--- config.mk ---
export PLATFORM = sky130hd
export DESIGN_NAME = axi_mcast_fork_ctrl
export DESIGN_NICKNAME = d
export VERILOG_FILES = /design/src/rtl/axi_mcast_fork_ctrl.sv
export SDC_FILE = /design/constraint.sdc
export NUM_CORES = 1
export LEC_CHECK = 0
export ABC_AREA = 1
export CAP_MARGIN = 20
export CORE_MARGIN = 1
export CORE_UTILIZATION = 50
export CTS_BUF_LIST = sky130_fd_sc_hd__clkbuf_4 sky130_fd_sc_hd__clkbuf_8
export CTS_CLUSTER_SIZE = 28
export DETAILED_ROUTE_END_ITERATION = 7
export HOLD_SLACK_MARGIN = 0.05
export PLACE_DENSITY = 0.76
export SLEW_MARGIN = 20
export SYNTH_ARGS = -nofsm -noshare
export SYNTH_HDL_FRONTEND = slang
export SYNTH_SLANG_ARGS = --single-unit
--- constraint.sdc ---
create_clock -name clk_i -period 7.3 [get_ports clk_i]
set_input_delay 1.46 -clock clk_i [delete_from_list [all_inputs] [get_ports clk_i]]
set_output_delay 1.46 -clock clk_i [all_outputs]
set_load 0.05 [all_outputs]
--- src/rtl/axi_mcast_fork_ctrl.sv ---
// Per-slave-port AW/W fork controller. An AW is reserved on every targeted
// master-port mux and committed only once all of them have granted; the
// committed target mask is queued so W beats are replicated in lockstep to
// the same port set.

// One master-port lane: AW reservation request/hit and W beat request/hit.
module axi_mcast_fork_lane (
    input  logic aw_en,
    input  logic sel,
    input  logic acc,
    input  logic mcast,
    input  logic aw_rdy,
    input  logic w_en,
    input  logic head,
    input  logic sent,
    input  logic w_rdy,
    output logic aw_valid,
    output logic aw_hit,
    output logic is_mcast,
    output logic w_valid,
    output logic w_hit
);
    // A lane that already reserved (or took the beat) drops valid and waits.
    assign aw_valid = aw_en & sel & ~acc;
    assign aw_hit   = acc | (sel & aw_rdy & aw_valid);
    assign is_mcast = aw_valid & mcast;
    assign w_valid  = w_en & head & ~sent;
    assign w_hit    = sent | (head & w_rdy & w_valid);
endmodule

module axi_mcast_fork_ctrl #(
    parameter int NoMstPorts = 4,
    parameter int MaxWTrans  = 8
) (
    input  logic                  clk_i,
    input  logic                  rst_ni,
    input  logic                  aw_valid_i,
    output logic                  aw_ready_o,
    input  logic [NoMstPorts-1:0] aw_select_i,
    input  logic                  aw_is_mcast_i,
    output logic [NoMstPorts-1:0] mst_aw_valid_o,
    input  logic [NoMstPorts-1:0] mst_aw_ready_i,
    output logic [NoMstPorts-1:0] mst_is_mcast_o,
    output logic [NoMstPorts-1:0] mst_aw_commit_o,
    input  logic                  w_valid_i,
    input  logic                  w_last_i,
    output logic                  w_ready_o,
    output logic [NoMstPorts-1:0] mst_w_valid_o,
    input  logic [NoMstPorts-1:0] mst_w_ready_i,
    output logic                  busy_o
);
    localparam int CW = $clog2(MaxWTrans) + 1;
    localparam int PW = (MaxWTrans > 1) ? $clog2(MaxWTrans) : 1;

    typedef enum logic {IDLE, COLLECT} state_e;

    state_e                  state_q, state_d;
    logic [NoMstPorts-1:0]   aw_acc_q, aw_acc_d;
    logic [NoMstPorts-1:0]   w_sent_q, w_sent_d;
    logic [MaxWTrans-1:0][NoMstPorts-1:0] mask_mem;
    logic [PW-1:0]           wr_ptr, rd_ptr;
    logic [CW-1:0]           cnt;

    logic                    full, empty, aw_en, w_en, aw_done, w_done, push, pop;
    logic [NoMstPorts-1:0]   aw_hit, w_hit, head;

    assign full  = (cnt == CW'(MaxWTrans));
    assign empty = (cnt == '0);
    assign head  = mask_mem[rd_ptr];

    // Outputs are held quiet while reset is asserted, even if upstream keeps
    // presenting traffic. An all-zero select is never issued.
    assign aw_en = rst_ni & aw_valid_i & ~full & (|aw_select_i);
    assign w_en  = rst_ni & w_valid_i & ~empty;

    for (genvar p = 0; p < NoMstPorts; p++) begin : g_lane
        axi_mcast_fork_lane u_lane (
            .aw_en    (aw_en),
            .sel      (aw_select_i[p]),
            .acc      (aw_acc_q[p]),
            .mcast    (aw_is_mcast_i),
            .aw_rdy   (mst_aw_ready_i[p]),
            .w_en     (w_en),
            .head     (head[p]),
            .sent     (w_sent_q[p]),
            .w_rdy    (mst_w_ready_i[p]),
            .aw_valid (mst_aw_valid_o[p]),
            .aw_hit   (aw_hit[p]),
            .is_mcast (mst_is_mcast_o[p]),
            .w_valid  (mst_w_valid_o[p]),
            .w_hit    (w_hit[p])
        );
    end

    // Commit/accept only when every targeted port has reserved; same for W beats.
    assign aw_done         = aw_en & (aw_hit == aw_select_i);
    assign aw_ready_o      = aw_done;
    assign mst_aw_commit_o = aw_done ? aw_select_i : '0;
    assign push            = aw_done;
    assign w_done          = w_en & (w_hit == head);
    assign w_ready_o       = w_done;
    assign pop             = w_done & w_last_i;
    assign busy_o          = (state_q != IDLE) | ~empty;

    // Multicast reservation FSM: accumulate grants until the whole mask is held.
    always_comb begin
        state_d  = state_q;
        aw_acc_d = aw_acc_q;
        w_sent_d = w_sent_q;
        if (aw_done) begin
            state_d  = IDLE;
            aw_acc_d = '0;
        end else if (aw_en && aw_is_mcast_i) begin
            state_d  = COLLECT;
            aw_acc_d = aw_hit;
        end
        if (w_done)    w_sent_d = '0;
        else if (w_en) w_sent_d = w_hit;
    end

    // FSM, reservation and beat-tracking state.
    always_ff @(posedge clk_i or negedge rst_ni) begin
        if (!rst_ni) begin
            state_q  <= IDLE;
            aw_acc_q <= '0;
            w_sent_q <= '0;
        end else begin
            state_q  <= state_d;
            aw_acc_q <= aw_acc_d;
            w_sent_q <= w_sent_d;
        end
    end

    // Mask FIFO pointers and occupancy; push legality already used pre-pop full.
    always_ff @(posedge clk_i or negedge rst_ni) begin
        if (!rst_ni) begin
            wr_ptr <= '0;
            rd_ptr <= '0;
            cnt    <= '0;
        end else begin
            if (push) wr_ptr <= (wr_ptr == PW'(MaxWTrans - 1)) ? '0 : wr_ptr + 1'b1;
            if (pop)  rd_ptr <= (rd_ptr == PW'(MaxWTrans - 1)) ? '0 : rd_ptr + 1'b1;
            case ({push, pop})
                2'b10:   cnt <= cnt + 1'b1;
                2'b01:   cnt <= cnt - 1'b1;
                default: cnt <= cnt;
            endcase
        end
    end

    // Mask storage; contents are don't-care while not counted.
    always_ff @(posedge clk_i) begin
        if (push) mask_mem[wr_ptr] <= aw_select_i;
    end

    a_sel_nonzero: assert property (@(posedge clk_i) disable iff (!rst_ni)
        aw_valid_i |-> (|aw_select_i));
    a_ucast_onehot: assert property (@(posedge clk_i) disable iff (!rst_ni)
        (aw_valid_i && !aw_is_mcast_i) |-> $onehot(aw_select_i));
    a_collect_stable: assert property (@(posedge clk_i) disable iff (!rst_ni)
        (state_q == COLLECT) |-> ($stable(aw_select_i) && $stable(aw_is_mcast_i)));
    a_commit_subset: assert property (@(posedge clk_i) disable iff (!rst_ni)
        (mst_aw_commit_o & ~aw_select_i) == '0);
endmodule

; After elaboration in Yosys (flattened, before gate mapping)
; Index checks and enable logic that the tools add are counted.
[classes]
add_sub_neg = 4
eq_ne = 7
mux = 15
n_lt_le_gt_ge = 3
bitwise_logic = 63
reduce_logical = 7
[op_table]
columns = op, count
row1 = 1-bit AND, 44
row2 = 32-bit bitwise mux, 1
row3 = 4-bit 2-to-1 mux, 7
row4 = 4-bit binary-select mux with 3-bit select, 1
row5 = 4-bit demux with 3-bit select, 1
row6 = 1-bit inverter, 10
row7 = 1-bit OR, 9
row8 = 4-bit equality test, 2
row9 = 3-bit by 4-bit < comparator with 1-bit output (second input constant), 2
row10 = 4-bit one-hot mux with 2 select lines, 1
row11 = 3-bit by 1-bit adder with 3-bit output (second input constant), 2
row12 = 3-bit equality test (second input constant), 2
row13 = 3-bit 2-to-1 mux, 2
row14 = 2-bit nonzero test, 3
row15 = 4-bit by 1-bit adder with 4-bit output (second input constant), 1
row16 = 4-bit equality test (second input constant), 1
row17 = 4-bit logical NOT, 1
row18 = 4-bit OR reduction, 1
row19 = 4-bit by 1-bit subtractor with 4-bit output (second input constant), 1
row20 = 3-bit by 1-bit greater-or-equal comparator with 1-bit output (second input constant), 1
row21 = 2-bit by 1-bit equality test with 1-bit output (second input constant), 1
row22 = 2-bit equality test (second input constant), 1
row23 = 1-bit logical AND, 2
row24 = 1-bit 2-to-1 mux, 2
[word_totals]
in_bits = 18
output_inout_bits = 19
register_bits = 51
elab_cells = 113

; Longest topological paths before layout
; Gate-level depths: netlist (run 1).
[depth]
depth_word = 12
depth_mapped = 22
depth_no_buf = 20

; Modules after synthesis
; Synthesis (run 1) repeated with hierarchy kept, for this count alone.
[hier_totals]
cells_unflattened = 316
hier_area_um2 = 2748.9
[modules_own_cells]
columns = module, area_each_um2, cells_each, n_inst, seq_area_each_um2
row1 = axi_mcast_fork_ctrl, 2528.7, 272, 1, 1436.4
row2 = axi_mcast_fork_lane, 55.1, 11, 4, 0.0

; Worst setup path after synthesis (run 1)
; OpenSTA, ideal clock, no wires.
[synth_timing]
path_kind = input-to-output
startpoint = input port aw_select_i[3]
endpoint = output port mst_aw_commit_o[0]
arrival_ps = 3024
cell_stages = 10
path_slack_ps = 2816
required_ps = 5840
path_buffers = 0
cell_sequence = inv_1 -> nand4_2 -> nand3_4 -> inv_2 -> nand3_1 -> nand3_1 -> nand3_1 -> nor2_2 -> inv_1 -> nor2_1
[synth_between]
elab_chain_cells = 9
word_cells_on_any_way = 22
cone_classes = 1 x eq/ne / 1 x mux / 19 x bitwise / 1 x reduce/logical
[synth_rtl]
columns = item, line
row1 = from (decl), 39  ; input logic [NoMstPorts-1:0] aw_select_i,
row2 = 4-bit OR reduction, 73  ; assign aw_en = rst_ni & aw_valid_i & ~full & (|aw_select_i);
row3 = 1-bit AND, 73
row4 = 1-bit AND (2 in a row), 24  ; assign aw_valid = aw_en & sel & ~acc;
row5 = 1-bit AND, 25  ; assign aw_hit = acc | (sel & aw_rdy & aw_valid);
row6 = 1-bit OR, 25
row7 = 4-bit equality test, 96  ; assign aw_done = aw_en & (aw_hit == aw_select_i);
row8 = 1-bit AND *, 96
row9 = 4-bit 2-to-1 mux *, 98  ; assign mst_aw_commit_o = aw_done ? aw_select_i : '0;
row10 = to (decl), 44  ; output logic [NoMstPorts-1:0] mst_aw_commit_o,
; Mark *: on every way between the ends. The rest lies on a longest branch, timed or not.

; Worst setup path after layout (run 1)
[layout_timing]
startpoint = input port aw_select_i[1]
endpoint = output port mst_aw_commit_o[0]
; Same word-level chain as after synthesis.

==> results of run 1 <==
cell families (layout without fill, tap and decap cells):
kind of cell,count (synthesis),count (layout),synth area share [%]
simple gates,170,170,27.57
buf+inv,80,107,14.43
flops,51,51,49.00
compound gates,23,23,4.439
fa+ha+maj,8,8,3.670
xor+xnor,3,3,0.8965
power by group:
group / switching, W / total [W] / internal (W)
clock network: 0.000100 / 0.000172 / 0.0000713
logic: 0.000242 / 0.000383 / 0.000141
registers: 0.0000674 / 0.000419 / 0.000352
registers in the layout, summed over array words and instances (netlist names):
name      count
rd_ptr        3
mask_mem     32
cnt           4
state_q       1
w_sent_q      4
wr_ptr        3
aw_acc_q      4
through the flow:
| step | cell area, um^2 | utilization [%] | hold WS (ns) |
|---|---|---|---|
| 2_1_floorplan | 2932 | - | 0.4684 |
| 3_3_place_gp | 3211 | 57.60 | 0.4942 |
| 3_5_place_dp | 3211 | 57.60 | 0.4954 |
| 4_1_cts | 3306 | 59.30 | 0.5130 |
| 5_1_grt | 3306 | 59.30 | 0.5428 |
| 6_report | 3306 | 59.30 | 0.5144 |
per-layer routing:
layer	vias up	part of all wire, %
li1	1117	-
met1	947	46
met2	57	47
met3	8	5.1
met4	0	1.5
met5	-	0
final timing paths:
check                                from                  to  slack, ns  cells past startpoint
min                                cnt[0]              cnt[0]       0.51                      1
max                        aw_select_i[1]  mst_aw_commit_o[0]       1.62                     12
min reg2reg                        cnt[0]              cnt[0]       0.51                      1
max reg2reg                     rd_ptr[0]              cnt[3]       3.97                     19
min in group asynchronous          rst_ni         w_sent_q[2]       1.46                      1
max in group asynchronous          rst_ni         aw_acc_q[0]       5.29                      2
area by class of cell:
class | instances | area share [%]
clock buffers | 5 | 2.082
flip-flops and latches | 51 | 43.45
multi-input cells | 204 | 32.44
repair buffers | 38 | 11.36
well taps | 72 | 2.725
inverters | 61 | 7.154
clock inverters | 3 | 0.7949
layout by cell type, fill, tap and decap left out, drive strengths merged:
cell type / count
nand3: 31
a21oi: 8
ha: 7
o211ai: 3
nor2: 41
dfrtp: 19
clkbuf: 5
a211oi: 1
buf: 2
o22ai: 1
nor3: 9
o21ai: 10
xor2: 2
inv: 64
xnor2: 1
clkdlybuf4s50: 36
nor4: 4
edfxtp: 32
nand4: 7
fa: 1
and2: 1
nand2: 77
worst max-delay path: cells and delay by family:
kind | cells | cell delay (ns)
AND/OR/NAND/NOR | 7 | 0.81
buffers and inverters | 5 | 1.95
==> metrics.md, run 1 <==
| Metric | Value |
|---|---|
| Mapped Area | 2932 um^2 |
| Slew Viols, Final | 0 |
| Critical Path Slowest Stage Cell | clkdlybuf4s50_1 |
| Critical Path AT | 4.22 ns |
| Worst Max-Slew Pin Slew | 0.7795 ns |
| Post-Layout Cell Count | 434 |
| Global Route met2 Usage | 32.52% |
| Final wirelength | 5.569 mm |
| Die W | 78.57 um |
| GPL Wtd Cong | 0.9213 |
| Core Box Area | 5574 um^2 |
| Final hold violation count | 0 |
| Drt first pass iters | 5 |
| Setup Skew | 0.008448 ns |
| Worst Path Required | 5.84 ns |
| Most frequent CP cell | nand3_1 |
| Number of remaining DRC errors | 0 |
| Final period util | 77.75% |
| Sequential area share after synthesis | 49.00% |
| P&R area growth vs syn | 12.76% |
| Layout net count | 387 |
| Vias in the first global route | 2087 |
| Ant. Diodes | 0 |
| Routed vias/inst | 4.906 |
| Cell Chain, Critical Path | clkdlybuf4s50_1, inv_1, nand4_2, nand3_4, inv_2, nand3_1, nand3_1, nand3_1, nor2_2, inv_1, nor2_1, clkdlybuf4s50_1 |
| Number of distinct library cells after synthesis | 33 |
| Max rail drop VDD | 187.3 uV |
| Cts bufs inserted | 5 |
| EDFF count, synth | 32 |
| Seq. cell area | 1436 um^2 |
| Post-DR wirelength/cell | 12.83 um |
| Outcome | complete, no violations |
| Clk slew on worst S/H paths | 0.09 ns |
| Final Worst Setup Slack | 1.624 ns |
| Num rows | 27 |
| Vias post-DR | 2129 |
| Post-synth top area share | 32.78% |
| Total track usage | 20.27% |
| Maxcap violations | 0 |
| Die height | 78.57 um |
| Initial antenna violation count | 0 |
| Total negative slack | 0 ns |
| Worst setup SP type | input port |
| Pre-CTS setup slack | 1.664 ns |
| Count of buffers from port buffering | 36 |
| RSZ-0062 raised after global routing | false |
| Power Density | 294.7 nW/um^2 |
| Multi-input gate area | 1072 um^2 |
| Synth warn | 0 |
| CTS max path bufs | 2 |
| WS Path Type | in -> out |
| TritonCTS clock tree | built |
| Hold_buf cts | 0 |
| CP max stage delay | 0.81 ns |
| CP Max Fanout | 11 |
| Antenna viol nets, final | 0 |
| Die area | 6173 um^2 |
| Post-CTS Setup Inserts | 0 |
| Clk Latency, worst-skew pair | 0.31 ns |
| # IOs | 37 |
| Post-synth ARST share | 37.25% |
| Met1 usage | 26.40% |
| Final Setup Violations | 0 |
| Worst min path class | reg -> reg |
| Post-Syn Instances | 335 |
| 1st-iter DRT viols | 163 |
| Top cells by area, synth | edfxtp_1 33%, dfrtp_1 16%, nand2_1 8.8%, inv_1 7.6%, nand3_1 4.4% |
| Post-synth top cells | 69 x nand2_1, 59 x inv_1, 34 x nor2_1 |
| # H-tree levels | 2 |
| Cts repair resizes | 0 |
| Routing usage on met3 | 5.581% |
| Worst setup EP type | output port |
| Final min period | 5.676 ns |
| Gr ovfl total | 0 |
| Cell total after placement | 426 |
| Total power | 0.0009742 W |
| Layout cells sized above 1 | 9.945% |
| Top cell type by total area after synthesis | edfxtp_1 |
| HPWL after DPL | 4.214 mm |
| Worst slew margin | 48.03% |
| Clock Sinks | 51 |
| Avg Inst Size Synth | 8.751 um^2 |
| Synth Flop Type | edfxtp_1 |
| CTS root buf | clkbuf_8 |
| Cell with the most instances after synthesis | nand2_1 |
| Filler instances | 458 |
| Leak | 1.504 nW |
| Initial Util | 52.59% |
| Net Count, Synth | 361 |
| GRT busiest layer | met2 |
| FMAX | 176.2 MHz |
| First-pass GRT wire length | 9.556 mm |
| Post-synthesis register bit count | 51 |
| Largest net degree at the start of global routing | 21 |
Power figures use the tool's default switching activity.
==> run 2, diff against run 1 <==
clock period = 5.3 ns   (was 7.3 ns; I/O delays follow)
==> metrics.md, run 2 (same netlist as run 1, synthesis figures left out) <==
| Metric | Value |
|---|---|
| Critical Path Stages | 8 (was 12) |
| Worst Path Buf+Inv | 4 (was 5) |
| R2r worst-path depth | 19 (unchanged) |
| Cts repair resizes | 0 (unchanged) |
| Initial antenna violation count | 0 (unchanged) |
| Leak | 1.530 nW (was 1.504 nW) |
| Ant. Diodes | 0 (unchanged) |
| Crit. Startpoint | rst_ni (was aw_select_i[1]) |
| Worst min path class | reg -> reg (unchanged) |
| Post-DR wirelength/cell | 13.74 um (was 12.83 um) |
| RR Endpoint | cnt[3] (unchanged) |
| Slew Viols, Final | 0 (unchanged) |
| Delay-heaviest family, CP | buffers and inverters (unchanged) |
| Post-CTS Setup Inserts | 0 (unchanged) |
| # H-tree levels | 2 (unchanged) |
| Final wirelength | 5.979 mm (was 5.569 mm) |
| Routed vias/inst | 5.025 (was 4.906) |
| Worst Path Required | 4.24 ns (was 5.84 ns) |
| Combinational power share | 39.8% (was 39.4%) |
| Die area | 6173 um^2 (unchanged) |
| First-pass GRT wire length | 9.915 mm (was 9.556 mm) |
| CTS root buf | clkbuf_8 (unchanged) |
| Core Box Area | 5574 um^2 (unchanged) |
| Final hold violation count | 0 (unchanged) |
| Layout cells sized above 1 | 11.85% (was 9.945%) |
| GPL Wtd Cong | 0.8547 (was 0.9213) |
| Commonest non-fill, non-tap cell in the layout | nand2_1 (unchanged) |
| HPWL after DPL | 4.483 mm (was 4.214 mm) |
| Largest Register | mask_mem (unchanged) |
| Worst r2r src | rd_ptr[0] (unchanged) |
| Cts bufs inserted | 5 (unchanged) |
| Gr ovfl total | 0 (unchanged) |
| Vias in the first global route | 2022 (was 2087) |
| Commonest cells after routing, fill and taps aside | 69 x nand2_1, 59 x inv_1, 34 x nor2_1 (was 69 x nand2_1, 59 x inv_1, 36 x clkdlybuf4s50_1) |
| 1st-iter DRT viols | 115 (was 163) |
| FMAX | 219.8 MHz |
| Cell Chain, Critical Path | clkdlybuf4s50_1, nand2_1, inv_1, nand3_4, nor2_1, inv_1, nor3_1, clkdlybuf4s50_1 (was clkdlybuf4s50_1, inv_1, nand4_2, nand3_4, inv_2, nand3_1, nand3_1, nand3_1, nor2_2, inv_1, nor2_1, clkdlybuf4s50_1) |
| Largest net degree at the start of global routing | 21 (unchanged) |
| Crit path to | mst_is_mcast_o[3] (was mst_aw_commit_o[0]) |
| Initial Util | 52.59% (unchanged) |
| Count of buffers from port buffering | 36 (unchanged) |
| # IOs | 37 (unchanged) |
| Clock share of power | 17.4% (was 17.6%) |
| Worst Max-Slew Pin Slew | 0.8621 ns (was 0.7795 ns) |
| WS Path Type | in -> out (unchanged) |
| Final min period | 4.550 ns |
| Die height | 78.57 um (unchanged) |
| Worst slew margin | 42.53% (was 48.03%) |
| Worst setup SP type | input port (unchanged) |
| Antenna viol nets, final | 0 (unchanged) |
| RSZ-0062 raised after global routing | false (unchanged) |
| Clk slew on worst S/H paths | 0.09 ns (about the same) |
| Worst setup EP type | output port (unchanged) |
| Int Pwr | 0.0007778 W (was 0.0005643 W) |
| Die W | 78.57 um (unchanged) |
| Critical Path Slowest Stage Cell | clkdlybuf4s50_1 (unchanged) |
| Internal reg-to-reg setup slack | 1.93 ns (was 3.97 ns) |
| Hold_buf cts | 0 (unchanged) |
| Max FFs per register | 32 (unchanged) |
| Drt first pass iters | 4 (was 5) |
| Vias post-DR | 2186 (was 2129) |
| Final period util | 85.85% |
| Number of remaining DRC errors | 0 (unchanged) |
| Setup Skew | 0.01079 ns (was 0.008448 ns) |
| Clock Sinks | 51 (unchanged) |
| Final Setup Violations | 0 (unchanged) |
| Num rows | 27 (unchanged) |
| TritonCTS clock tree | built (unchanged) |
| Critical Path AT | 3.49 ns (was 4.22 ns) |
| Switching Share | 42.72% (was 42.08%) |
| Total negative slack | 0 ns (unchanged) |
| CP Max Fanout | 11 (unchanged) |
| Maxcap violations | 0 (unchanged) |
| P&R area growth vs syn | 14.60% (was 12.76%) |
| Switching pwr | 0.0005800 W (was 0.0004099 W) |
| Power Density | 404.2 nW/um^2 (was 294.7 nW/um^2) |
| Outcome | complete, no violations (unchanged) |
| Total track usage | 21.27% (was 20.27%) |
| CP max stage delay | 0.83 ns (was 0.81 ns) |
| Max rail drop VDD | 169.7 uV (was 187.3 uV) |
| Clk Latency, worst-skew pair | 0.31 ns (about the same) |
| Sequential Power Share | 42.8% (was 43.0%) |
| Layout net count | 388 (was 387) |
| Utilization after layout | 60.27% (was 59.30%) |
| CTS max path bufs | 2 (unchanged) |
-- run 2: worst register-to-register path: stages, from the launching register on --
cell and delay, ns:
dfrtp_1 0.91, inv_8 0.16, nand2_1 0.11, nand3_1 0.11, nand3_1 0.13, nand2_1 0.08
nand2_1 0.09, nand4_2 0.12, nor2_4 0.14, nand3_1 0.16, inv_1 0.09, ha_1 0.19
ha_1 0.27, nand2_1 0.08, nor2_1 0.04, a211oi_1 0.22, nor2_1 0.07, nor2_1 0.08
nand2_1 0.07, xor2_1 0.15
-- run 2: how the worst min path moves through the flow --
stage	start	to	slack [ns]	cells past startpoint
floorplan	cnt[0]	cnt[0]	0.47	1
global placement	cnt[0]	cnt[0]	0.49	1
detailed placement	cnt[0]	cnt[0]	0.52	1
CTS	cnt[0]	cnt[0]	0.53	1
global route	cnt[0]	cnt[0]	0.57	1
finish	cnt[0]	cnt[0]	0.53	1
-- run 2: metrics by stage --
| stage | hold slack, ns | cell area [um^2] | power, W | setup slack (ns) | cells |
|---|---|---|---|---|---|
| 3_5_place_dp | 0.5174 | 3266 | 0.001129 | 0.7355 | 427 |
| 6_report | 0.5266 | 3359 | 0.001358 | 0.7500 | 435 |
| 3_3_place_gp | 0.4944 | 3266 | 0.001109 | 0.8691 | 427 |
| 2_1_floorplan | 0.4684 | 2932 | 0.001034 | 1.616 | 335 |
| 4_1_cts | 0.5324 | 3359 | 0.001363 | 0.7270 | 435 |
| 5_1_grt | 0.5676 | 3359 | 0.001460 | 0.5441 | 435 |
-- run 2: layout make-up --
cell class              instances  area, um^2
multi-input cells             204        1072
inverters                      61       236.5
repair buffers                 39       430.4
fillers                       502        2215
clock buffers                   5       68.82
flip-flops and latches         51        1436
well taps                      72       90.09
clock inverters                 3       25.02
-- run 2: metal layers --
metal	routed length, um	vias to the layer above	GRT usage, %
li1	-	1117	-
met1	2800	1005	28.36
met2	2835	57	34.87
met3	275	7	4.651
met4	68	0	5.741
met5	0	-	0
-- run 2: power by group through the flow --
stage	clock network (W)	registers (W)	logic, W
6_report	0.000236	0.000582	0.000540
5_1_grt	0.000257	0.000591	0.000611
4_1_cts	0.000241	0.000581	0.000542
3_5_place_dp	0	0.000588	0.000541
3_3_place_gp	0	0.000585	0.000523
2_1_floorplan	0	0.000537	0.000497
==> run 3, diff against run 2 <==
PLACE_DENSITY = 0.78   (was 0.76)
==> metrics.md, run 3 (same netlist as run 1, synthesis figures left out) <==
| Metric | Value |
|---|---|
| Outcome | complete, no violations (unchanged) |
| Hold_buf cts | 0 (unchanged) |
| Setup Skew | 0.005296 ns (was 0.01079 ns) |
| Final min period | 4.463 ns (was 4.550 ns) |
| CP Max Fanout | 12 (was 11) |
| Clock Sinks | 51 (unchanged) |
| Antenna viol nets, final | 0 (unchanged) |
| Layout cells sized above 1 | 12.09% (was 11.85%) |
| Worst Path Buf+Inv | 4 (unchanged) |
| RSZ-0062 raised after global routing | false (unchanged) |
| CP max stage delay | 0.82 ns (was 0.83 ns) |
| Filler instances | 492 (was 502) |
| Initial antenna violation count | 0 (unchanged) |
| Final period util | 84.21% (was 85.85%) |
| Slew Viols, Final | 0 (unchanged) |
| Leak | 1.539 nW (was 1.530 nW) |
| CTS root buf | clkbuf_8 (unchanged) |
| Post-DR wirelength/cell | 13.21 um (was 13.74 um) |
| Critical Path Slowest Stage Cell | clkdlybuf4s50_1 (unchanged) |
| Commonest cells after routing, fill and taps aside | 69 x nand2_1, 59 x inv_1, 34 x nor2_1 (unchanged) |
| Critical Path AT | 3.40 ns (was 3.49 ns) |
| # IOs | 37 (unchanged) |
| Worst min path class | reg -> reg (unchanged) |
| Layout net count | 389 (was 388) |
| Total negative slack | 0 ns (unchanged) |
| Clk slew on worst S/H paths | 0.09 ns (about the same) |
| Clk Latency, worst-skew pair | 0.31 ns (about the same) |
| Die W | 78.57 um (unchanged) |
| Worst Path Required | 4.24 ns (about the same) |
| Num rows | 27 (unchanged) |
| Max FFs per register | 32 (unchanged) |
| HPWL after DPL | 4.245 mm (was 4.483 mm) |
| First-pass GRT wire length | 9.390 mm (was 9.915 mm) |
| Vias in the first global route | 1992 (was 2022) |
| WS Path Type | in -> out (unchanged) |
| Worst Max-Slew Pin Slew | 0.8176 ns (was 0.8621 ns) |
| Worst setup SP type | input port (unchanged) |
| P&R area growth vs syn | 14.77% (was 14.60%) |
| Die area | 6173 um^2 (unchanged) |
| Gr ovfl total | 0 (unchanged) |
| FMAX | 224.1 MHz (was 219.8 MHz) |
| TritonCTS clock tree | built (unchanged) |
| Worst setup EP type | output port (unchanged) |
| Total power | 0.001349 W (was 0.001358 W) |
| Area after DPL | 3273 um^2 (was 3266 um^2) |
| Final hold violation count | 0 (unchanged) |
| Commonest non-fill, non-tap cell in the layout | nand2_1 (unchanged) |
| Final cell area excluding filler cells | 3364 um^2 (was 3359 um^2) |
| Delay-heaviest family, CP | buffers and inverters (unchanged) |
| Core Box Area | 5574 um^2 (unchanged) |
| Cts repair resizes | 0 (unchanged) |
| Cts bufs inserted | 5 (unchanged) |
| # H-tree levels | 2 (unchanged) |
| Drt first pass iters | 4 (unchanged) |
| Worst slew margin | 45.49% (was 42.53%) |
| 1st-iter DRT viols | 104 (was 115) |
| Max rail drop VDD | 188.3 uV (was 169.7 uV) |
| Final wirelength | 5.760 mm (was 5.979 mm) |
| Routed vias/inst | 5.060 (was 5.025) |
| Total track usage | 19.99% (was 21.27%) |
| Die height | 78.57 um (unchanged) |
| Ant. Diodes | 0 (unchanged) |
| Multi-input gate area | 1072 um^2 (unchanged) |
| Seq. cell area | 1436 um^2 (unchanged) |
| Post-CTS Setup Inserts | 0 (unchanged) |
| Cell Chain, Critical Path | clkdlybuf4s50_1, inv_1, nand4_2, nand3_4, nor2_1, inv_1, nor3_1, clkdlybuf4s50_1 (was clkdlybuf4s50_1, nand2_1, inv_1, nand3_4, nor2_1, inv_1, nor3_1, clkdlybuf4s50_1) |
| Vias post-DR | 2206 (was 2186) |
| Largest Register | mask_mem (unchanged) |
| Power Density | 401.0 nW/um^2 (was 404.2 nW/um^2) |
| GPL Wtd Cong | 0.8790 (was 0.8547) |
| Final Setup Violations | 0 (unchanged) |
| Initial Util | 52.59% (unchanged) |
| Pre-CTS setup slack | 0.8270 ns (was 0.7355 ns) |
| CTS max path bufs | 2 (unchanged) |
| Largest net degree at the start of global routing | 21 (unchanged) |
| Final Worst Setup Slack | 0.8369 ns (was 0.7500 ns) |
| Count of buffers from port buffering | 36 (unchanged) |
| Maxcap violations | 0 (unchanged) |
| Number of remaining DRC errors | 0 (unchanged) |
[run 3: layout make-up]
class,count,area share (%)
clock buffers,5,2.045
clock inverters,3,0.6694
inverters,61,7.029
multi-input cells,204,31.87
flip-flops and latches,51,42.69
well taps,72,2.678
repair buffers,40,13.02
[run 3: routing by layer]
layer | wire (um) | vias to the layer above | global-route usage [%]
li1 | - | 1119 | -
met1 | 2700 | 1013 | 28.05
met2 | 2670 | 67 | 30.87
met3 | 353 | 7 | 3.953
met4 | 36 | 0 | 6.667
met5 | 0 | - | 0
[run 3: per-stage QoR]
stage | util [%] | instances | hold WS (ns)
after global routing | 60.36 | 436 | 0.5280
final | 60.36 | 436 | 0.5068
after floorplan | - | 335 | 0.4684
after global placement | 58.72 | 428 | 0.4901
after CTS | 60.36 | 436 | 0.5127
after detailed placement | 58.72 | 428 | 0.4883
[run 3: where the power goes]
part	internal, W	total, W	switching [W]	leakage [nW]
clock	0.0000958	0.000233	0.000137	0.0489
sequential	0.000484	0.000581	0.0000966	0.508
combinational	0.000198	0.000536	0.000338	0.982
[run 3: path summary, 6_finish.rpt]
kind,startpoint,to,slack (ns),cells past startpoint
worst max-delay path,aw_select_i[0],mst_is_mcast_o[3],0.84,8
worst min-delay path,cnt[0],cnt[0],0.51,1
worst max register to register,rd_ptr[0],cnt[3],1.88,19
worst min register to register,cnt[0],cnt[0],0.51,1
max in group asynchronous,rst_ni,wr_ptr[2],3.67,2
min in group asynchronous,rst_ni,w_sent_q[2],1.07,1
